--- src/rtl/fp_norm_pkg.sv ---
// Shared constants and FSM encoding for the post-add float normaliser.
package fp_norm_pkg;

  localparam int DEF_SUM_W  = 26;
  localparam int DEF_EXP_W  = 8;
  localparam int DEF_MAN_W  = 23;

  localparam int HIDDEN_BIT = 23;
  localparam int CARRY_BIT  = 24;

  localparam logic [7:0] EXP_MAX = 8'hFF;

  localparam logic [1:0] IDLE = 2'd0;
  localparam logic [1:0] NORM = 2'd1;
  localparam logic [1:0] DONE = 2'd2;

endpackage

--- src/rtl/fp_normalizer_abs_sum.sv ---
// Combinational two's-complement absolute value; drops the sign bit of the result.
module abs_sum #(
  parameter int SUM_W = 26
) (
  input  logic signed [SUM_W-1:0] sumIn,
  output logic        [SUM_W-2:0] mag
);

  logic signed [SUM_W-1:0] negSum;

  // Callers keep |sumIn| below 2^(SUM_W-1), so the negation never needs the top bit.
  assign negSum = -sumIn;
  assign mag    = sumIn[SUM_W-1] ? negSum[SUM_W-2:0] : sumIn[SUM_W-2:0];

endmodule

--- src/rtl/fp_normalizer.sv ---
// Iterative one-bit-per-cycle normaliser turning a signed mantissa sum plus
// exponent into an IEEE-754 single word, with zero/overflow/underflow flags.
module fp_normalizer
  import fp_norm_pkg::*;
#(
  parameter int SUM_W = DEF_SUM_W,
  parameter int EXP_W = DEF_EXP_W,
  parameter int MAN_W = DEF_MAN_W
) (
  input  logic                    clk,
  input  logic                    rst,
  input  logic                    start,
  input  logic signed [SUM_W-1:0] sum_in,
  input  logic        [EXP_W-1:0] exp_in,
  output logic                    busy,
  output logic                    done,
  output logic        [31:0]      float_out,
  output logic                    zero,
  output logic                    ovf,
  output logic                    unf
);

  logic [1:0]       state;
  logic [SUM_W-2:0] magReg;
  logic [EXP_W:0]   expReg;
  logic [EXP_W:0]   expInc;
  logic             signReg;
  logic [SUM_W-2:0] absMag;

  function automatic logic [31:0] zeroWord(input logic s);
    return {s, {EXP_W{1'b0}}, {MAN_W{1'b0}}};
  endfunction

  function automatic logic [31:0] infWord(input logic s);
    return {s, EXP_MAX, {MAN_W{1'b0}}};
  endfunction

  abs_sum #(.SUM_W(SUM_W)) uAbs (
    .sumIn (sum_in),
    .mag   (absMag)
  );

  // Nine-bit exponent so the carry increment cannot wrap past 255.
  assign expInc = expReg + {{EXP_W{1'b0}}, 1'b1};
  assign busy   = (state == NORM);
  assign done   = (state == DONE);

  always_ff @(posedge clk or negedge rst) begin
    if (!rst) begin
      state     <= IDLE;
      magReg    <= '0;
      expReg    <= '0;
      signReg   <= 1'b0;
      float_out <= '0;
      zero      <= 1'b0;
      ovf       <= 1'b0;
      unf       <= 1'b0;
    end else begin
      case (state)
        IDLE: begin
          if (start) begin
            signReg   <= sum_in[SUM_W-1];
            magReg    <= absMag;
            expReg    <= {1'b0, exp_in};
            float_out <= '0;
            zero      <= 1'b0;
            ovf       <= 1'b0;
            unf       <= 1'b0;
            state     <= NORM;
          end
        end
        // One rule per cycle, priority order matters.
        NORM: begin
          if (magReg == '0) begin
            float_out <= zeroWord(signReg);
            zero      <= 1'b1;
            state     <= DONE;
          end else if (expReg == {1'b0, EXP_MAX}) begin
            float_out <= infWord(signReg);
            ovf       <= 1'b1;
            state     <= DONE;
          end else if (magReg[CARRY_BIT]) begin
            magReg <= magReg >> 1;
            expReg <= expInc;
            if (expInc == {1'b0, EXP_MAX}) begin
              float_out <= infWord(signReg);
              ovf       <= 1'b1;
              state     <= DONE;
            end
          end else if (magReg[HIDDEN_BIT]) begin
            float_out <= {signReg, expReg[EXP_W-1:0], magReg[MAN_W-1:0]};
            state     <= DONE;
          end else if (expReg <= {{EXP_W{1'b0}}, 1'b1}) begin
            float_out <= zeroWord(signReg);
            unf       <= 1'b1;
            state     <= DONE;
          end else begin
            magReg <= magReg << 1;
            expReg <= expReg - {{EXP_W{1'b0}}, 1'b1};
          end
        end
        DONE:    state <= IDLE;
        default: state <= IDLE;
      endcase
    end
  end

endmodule

--- config.mk ---
export PLATFORM = sky130hd
export DESIGN_NAME = fp_normalizer
export DESIGN_NICKNAME = d
export VERILOG_FILES = /design/src/rtl/fp_norm_pkg.sv /design/src/rtl/fp_normalizer_abs_sum.sv /design/src/rtl/fp_normalizer.sv
export SDC_FILE = /design/constraint.sdc
export NUM_CORES = 1
export LEC_CHECK = 0
export BUFFER_PORTS_ARGS = -buffer_cell sky130_fd_sc_hd__buf_2
export CAP_MARGIN = 10
export CORE_UTILIZATION = 25
export CTS_CLUSTER_DIAMETER = 60
export DETAILED_ROUTE_END_ITERATION = 10
export PLACE_DENSITY = 0.44
export REMOVE_ABC_BUFFERS = 1
export SLEW_MARGIN = 20
export SYNTH_ARGS = -nofsm -noshare
export SYNTH_HDL_FRONTEND = slang
export SYNTH_SLANG_ARGS = --single-unit
--- constraint.sdc ---
create_clock -name clk -period 4.3 [get_ports clk]
set_input_delay 1.29 -clock clk [delete_from_list [all_inputs] [get_ports clk]]
set_output_delay 1.29 -clock clk [all_outputs]
set_load 0.02 [all_outputs]
=== After elaboration in Yosys (flattened, before gate mapping) ===
Cells that the tools add are included.

* Bits of input ports: 37
* Register bits after elaboration: 72
* Output and inout port bits: 37

* Reduce and logical (&&, ||, !) cells: 11
* Equality and inequality tests: 17
* $lt $le $gt $ge: 1
* Add/subtract/negate cells: 3
* Multiplexer cells: 45

{| class="wikitable"
|+ Operators with widths
! cell !! count
|-
| 32-bit 2-to-1 mux || 7
|-
| 25-bit 2-to-1 mux || 4
|-
| 24-bit 2-to-1 mux || 3
|-
| 32-bit case mux with 2 select lines || 1
|-
| 9-bit 2-to-1 mux || 6
|-
| 25-bit case mux with 2 select lines || 1
|-
| 25-bit zero test || 1
|-
| 25-bit negation || 1
|-
| 9-bit by 8-bit == test with 1-bit output (second input constant) || 2
|-
| 9-bit case mux with 2 select lines || 1
|-
| 2-bit 2-to-1 mux || 7
|-
| 1-bit 2-to-1 mux || 11
|-
| 2-bit != test (second input constant) || 5
|-
| 9-bit by 1-bit adder with 9-bit output (second input constant) || 1
|-
| 9-bit by 1-bit <= comparator with 1-bit output (second input constant) || 1
|-
| 9-bit by 1-bit subtractor with 9-bit output (second input constant) || 1
|-
| 4-bit AND reduction || 2
|-
| 7-bit AND reduction || 1
|-
| 3-bit by 1-bit != test with 1-bit output (second input constant) || 2
|-
| 6-bit by 1-bit != test with 1-bit output (second input constant) || 1
|-
| 1-bit case mux with 2 select lines || 3
|-
| 3-bit AND reduction || 2
|-
| 6-bit AND reduction || 1
|-
| 5-bit by 2-bit != test with 1-bit output (second input constant) || 1
|-
| 10 further kinds || 11
|}

=== Depth between registers and ports, before layout ===
* Depth after elaboration: 7
* Depth in mapped cells: 11
* Gate-level depth less buffers: 10

=== Hierarchy ===
A second synthesis with hierarchy kept.

* Cell total of the unflattened synthesis: 455
* Area total of the unflattened synthesis: 4590.7 µm²

{| class="wikitable"
|+ By module, submodules not included
! module !! cells each !! area each (µm²) !! instances
|-
| fp_normalizer || 384 || 4053.9 || 1
|-
| abs_sum || 71 || 536.8 || 1
|}

=== Worst setup path before layout ===
Ideal clock, no wire load.

* Kind: input to register
* Start: input port sum_in[5]
* End: register magReg[15]
* Path buffers: 0
* Slack: 1167 ps
* Cell stages on the path: 6
* Data required time: 4158 ps
* Arrival time: 2992 ps
* Setup time: 142 ps
* Cell sequence: or4_4 -> or3_2 -> or2_1 -> nor3b_1 -> a221oi_1 -> a31oi_1

* Word-level cells in the longest chain between the ends: 4

{| class="wikitable"
|+ RTL lines
! item !! RTL line !! text
|-
| start, declared || fp_normalizer.sv:13 || <nowiki>input logic signed [SUM_W-1:0] sum_in,</nowiki>
|-
| 25-bit negation || fp_normalizer_abs_sum.sv:12 || <nowiki>assign negSum = -sumIn;</nowiki>
|-
| 25-bit 2-to-1 mux || fp_normalizer_abs_sum.sv:13 || <nowiki>assign mag = sumIn[SUM_W-1] ? negSum[SUM_W-2:0] : sumIn[SUM_W-2:0];</nowiki>
|-
| 25-bit 2-to-1 mux || fp_normalizer.sv:61 || <nowiki>if (start) begin</nowiki>
|-
| 25-bit case mux with 2 select lines || fp_normalizer.sv:59 || <nowiki>case (state)</nowiki>
|-
| end signal, assigned || fp_normalizer.sv:63 || <nowiki>magReg <= absMag;</nowiki>
|-
| end signal, assigned || fp_normalizer.sv:83 || <nowiki>magReg <= magReg >> 1;</nowiki>
|-
| end signal, assigned || fp_normalizer.sv:98 || <nowiki>magReg <= magReg << 1;</nowiki>
|-
| end, declared || fp_normalizer.sv:24 || <nowiki>logic [SUM_W-2:0] magReg;</nowiki>
|}

No other way between the ends. The select of a mux whose other input is x is not followed.
A chain may end at the register's enable or synchronous reset.

=== Final worst setup path ===
* Start: register expReg[0]
* End: register magReg[16]

* Word-level cells in the longest chain between the ends: 3
* Elaborated cells on any way between the ends: 5
* Classes of those cells: order compare (1); eq/ne (3); reduce/logical (1)

{| class="wikitable"
|+ RTL lines
! item !! RTL line !! text
|-
| start, declared || fp_normalizer.sv:25 || <nowiki>logic [EXP_W:0] expReg;</nowiki>
|-
| start signal, assigned || fp_normalizer.sv:64 || <nowiki>expReg <= {1'b0, exp_in};</nowiki>
|-
| start signal, assigned || fp_normalizer.sv:84 || <nowiki>expReg <= expInc;</nowiki>
|-
| start signal, assigned || fp_normalizer.sv:99 || <nowiki>expReg <= expReg - {{EXP_W{1'b0}}, 1'b1};</nowiki>
|-
| 9-bit by 1-bit <= comparator with 1-bit output or 9-bit by 8-bit == test with 1-bit output (tied branches) || fp_normalizer.sv:93, fp_normalizer.sv:78 ||
|-
| 3-bit != test (no source line) or 2-bit != test (tied branches) || - ||
|-
| 6-bit AND reduction (no source line) (*) || - ||
|}

Every way passes the cells marked *; elsewhere a longest branch is shown, timed or not.

==> impl_metrics.env <==
export IMPL_outcome="finished, final reports clean"
export IMPL_core_um2=17200
export IMPL_ys_async_sr_fraction=1.00
export IMPL_globalRouteOverflowTotal=0
export IMPL_synth_area_leader_cell="dfrtp_1"
export IMPL_htree_levels=3
export IMPL_ys_ff_latch=72
export IMPL_crit_chain="ha_1 > nand3_1 > nor3_1 > ha_1 > nand2b_1 > a21oi_1 > o21ai_0 > a21oi_1 > buf_4 > o211ai_1 > o21a_1"
export IMPL_wl_um=14300
export IMPL_dr_wl_met3_um=822
export IMPL_rsz0062_at_grt="false"
export IMPL_routabilityCongestion=0.864
export IMPL_num_vias=4063
export IMPL_final_max_slew_viol_count=0
export IMPL_worst_slack_ns=1.08
export IMPL_n_fill_cell=1897
export IMPL_viasPerCell=5.25
export IMPL_crit_required_ns=4.53
export IMPL_drtIter0Drc=380
export IMPL_dieArea_um2=18000
export IMPL_fp_dieH_um=134
export IMPL_fin_crit_sh=0.749
export IMPL_grt_max_degree=73
export IMPL_powerDensity_nw_per_um2=770
export IMPL_yosysWarnings=0
export IMPL_worst_slew_pin_slew_ns=1.03
export IMPL_final_nets=586
export IMPL_skew_ns=0.00985
export IMPL_dp_hpwl_um=9940
export IMPL_hold_slack_ns=0.488
export IMPL_critPathBufInv=1
export IMPL_drc=0
export IMPL_start_kind="flop"
export IMPL_finalSetupViolations=0
export IMPL_die_w_um=134
export IMPL_cts_buffers=9
export IMPL_drive_gt1_frac=0.224
export IMPL_met2WireLength_um=6430
export IMPL_final_cell_count_no_fill=774
export IMPL_yosysMostFrequentCell="dfrtp_1"
export IMPL_topRoutingLayerUsed="met4"
export IMPL_synth_area_leaders="dfrtp_1 41%, a22o_1 4.8%, a21oi_1 3.9%"
export IMPL_ys_flop_type="dfrtp_1"
export IMPL_hold_violations=0
export IMPL_cts_sinks=72
export IMPL_hold_depth=2
export IMPL_row_count=48
export IMPL_grt_pass1_wl_um=22400
export IMPL_min_from="signReg"
export IMPL_start_util=0.255
export IMPL_io_buffers=73
export IMPL_r2r_start="expReg[0]"
export IMPL_finalCriticalPeriod_ns=3.22
export IMPL_synth_edff_count=0
export IMPL_io_pins=74
export IMPL_leakage_nw=2.29
export IMPL_crit_type="flop to flop"
export IMPL_post_cts_buffers=0
export IMPL_synth_cells=482
export IMPL_slowest_stage="a21oi_1"
export IMPL_vdd_drop_max_mv=0.315
export IMPL_wire_per_inst_um=18.4
export IMPL_crit_fanout=15
export IMPL_r2r_cells=11
export IMPL_grt_antenna_before_repair=0
export IMPL_place_worst_setup_slack_ns=0.868
export IMPL_netlist_area_um2=4380
export IMPL_ctsHoldBuffers=0
export IMPL_hold_class="flop to flop"
export IMPL_clk_latency_ns=0.35
export IMPL_worstReg2RegEnd="magReg[16]"
export IMPL_min_to="signReg"
export IMPL_grt_pass1_vias=3893
export IMPL_setup_tns_ns=0
export IMPL_fmaxAchievable_mhz=310
export IMPL_clock_tree_buffer_depth=2
export IMPL_ys_seq_area_frac=0.411
export IMPL_maxCapViolations=0
export IMPL_first_pass_iters=7
export IMPL_endpoint_kind="flop"
export IMPL_clkSlewWorstSetupHoldPaths_ns=0.06
export IMPL_synth_top_area_share=0.411
export IMPL_met1Wirelength_um=6820
export IMPL_critPathTopFamily="compound AO/OA/AOI/OAI gates"
export IMPL_antenna_left=0
export IMPL_avgSynthCellArea_um2=9.09
export IMPL_dp_cells=756
export IMPL_tritoncts="yes"
export IMPL_reg2reg_slack_ns=1.08
export IMPL_final_core_util=0.309
export IMPL_netlist_cell_type_count=64
export IMPL_area_growth_pct=21.1
export IMPL_cts_root_buf="clkbuf_16"
export IMPL_cp_arrival_ns=3.46
export IMPL_critPathMaxStageDelay_ns=0.50
export IMPL_yosys_top_cells_count="72 x dfrtp_1, 44 x nor2_1, 34 x a21oi_1, 34 x nand2_1, 32 x o21ai_0"
export IMPL_cts_resized_gates=0
export IMPL_grt_usage=0.163
export IMPL_maxSlewHeadroom=0.316
## stage by stage
stage          cell area, um2  total power, mW
6_report                 5300             4.08
5_1_grt                  5300             4.38
2_1_floorplan            4230             2.55
4_1_cts                  5270             4.12
3_5_place_dp             4970             3.33
3_3_place_gp             4970             3.32
## routing by layer
layer | global-route usage | vias to the layer above
met1 | 0.228 | 1973
li1 | - | 1945
met5 | 0 | -
met3 | 0.0446 | 16
met2 | 0.246 | 129
met4 | 0.0412 | 0
## sequential cells by signal, indices dropped and copies added, names as in the netlist
signal	count
float_out	32
magReg	25
expReg	9
state	2
ovf	1
signReg	1
unf	1
zero	1
## power by group
part           switching, mW  internal, mW
Sequential             0.355         0.963
Combinational           1.23         0.768
Clock                  0.301         0.464
## logic make-up (layout without fill, tap and decap cells)
| logic type | count (synthesis) | in the layout | synth area share |
|---|---|---|---|
| other | 0 | 1 | 0 |
| adder cells (fa/ha/maj) | 6 | 6 | 0.0171 |
| AO/OA/AOI/OAI | 169 | 169 | 0.276 |
| XOR/XNOR | 17 | 17 | 0.0340 |
| AND/OR/NAND/NOR | 155 | 155 | 0.182 |
| multiplexers | 14 | 14 | 0.0346 |
| buffers and inverters | 49 | 115 | 0.0449 |
| flip-flops | 72 | 72 | 0.411 |
## cell type report
class,count,area [um2],share of cell area
inverter,13,48.8,0.00920
clock inverter,5,56.3,0.0106
multi-input combinational,361,2380,0.450
antenna,1,2.50,0.000472
sequential,72,1800,0.340
tap,225,282,0.0531
clock buffer,11,243,0.0458
timing repair buffer,86,485,0.0915
## layout by cell type (no fill, tap or decap), types with 6 or more instances in the layout
master and n:
a222oi_1 12, buf_4 13, nand2b_1 11, nand2_1 34, xor2_1 6, buf_2 72, xnor2_1 11, a31oi_1 10
dfrtp_1 72, nor3_1 10, or3_1 7, a21oi_1 34, a211oi_1 6, nor4_1 8, mux2_2 9, nor2_1 44
clkbuf_16 9, a221oi_1 7, o21ai_0 32, a22o_1 24, inv_1 11, ha_1 6, nand3_1 11
## tightest hold or removal path: cells and delay by family (launching register included)
kind | cells | cell delay [ns]
flops | 1 | 0.34
simple gates | 1 | 0.05
compound gates | 1 | 0.06
## how the worst max path moves through the flow
stage	startpoint	end	slack (ns)	cells past startpoint
4_1_cts	expReg[0]	magReg[16]	1.07	11
6_report	expReg[0]	magReg[16]	1.08	11
2_1_floorplan	state[1]	float_out[23]	0.25	7
5_1_grt	expReg[0]	magReg[16]	0.76	11
3_5_place_dp	sum_in[5]	magReg[17]	0.87	7
3_3_place_gp	sum_in[17]	magReg[24]	0.89	7
Note: power is estimated with default switching activity, not from simulation.
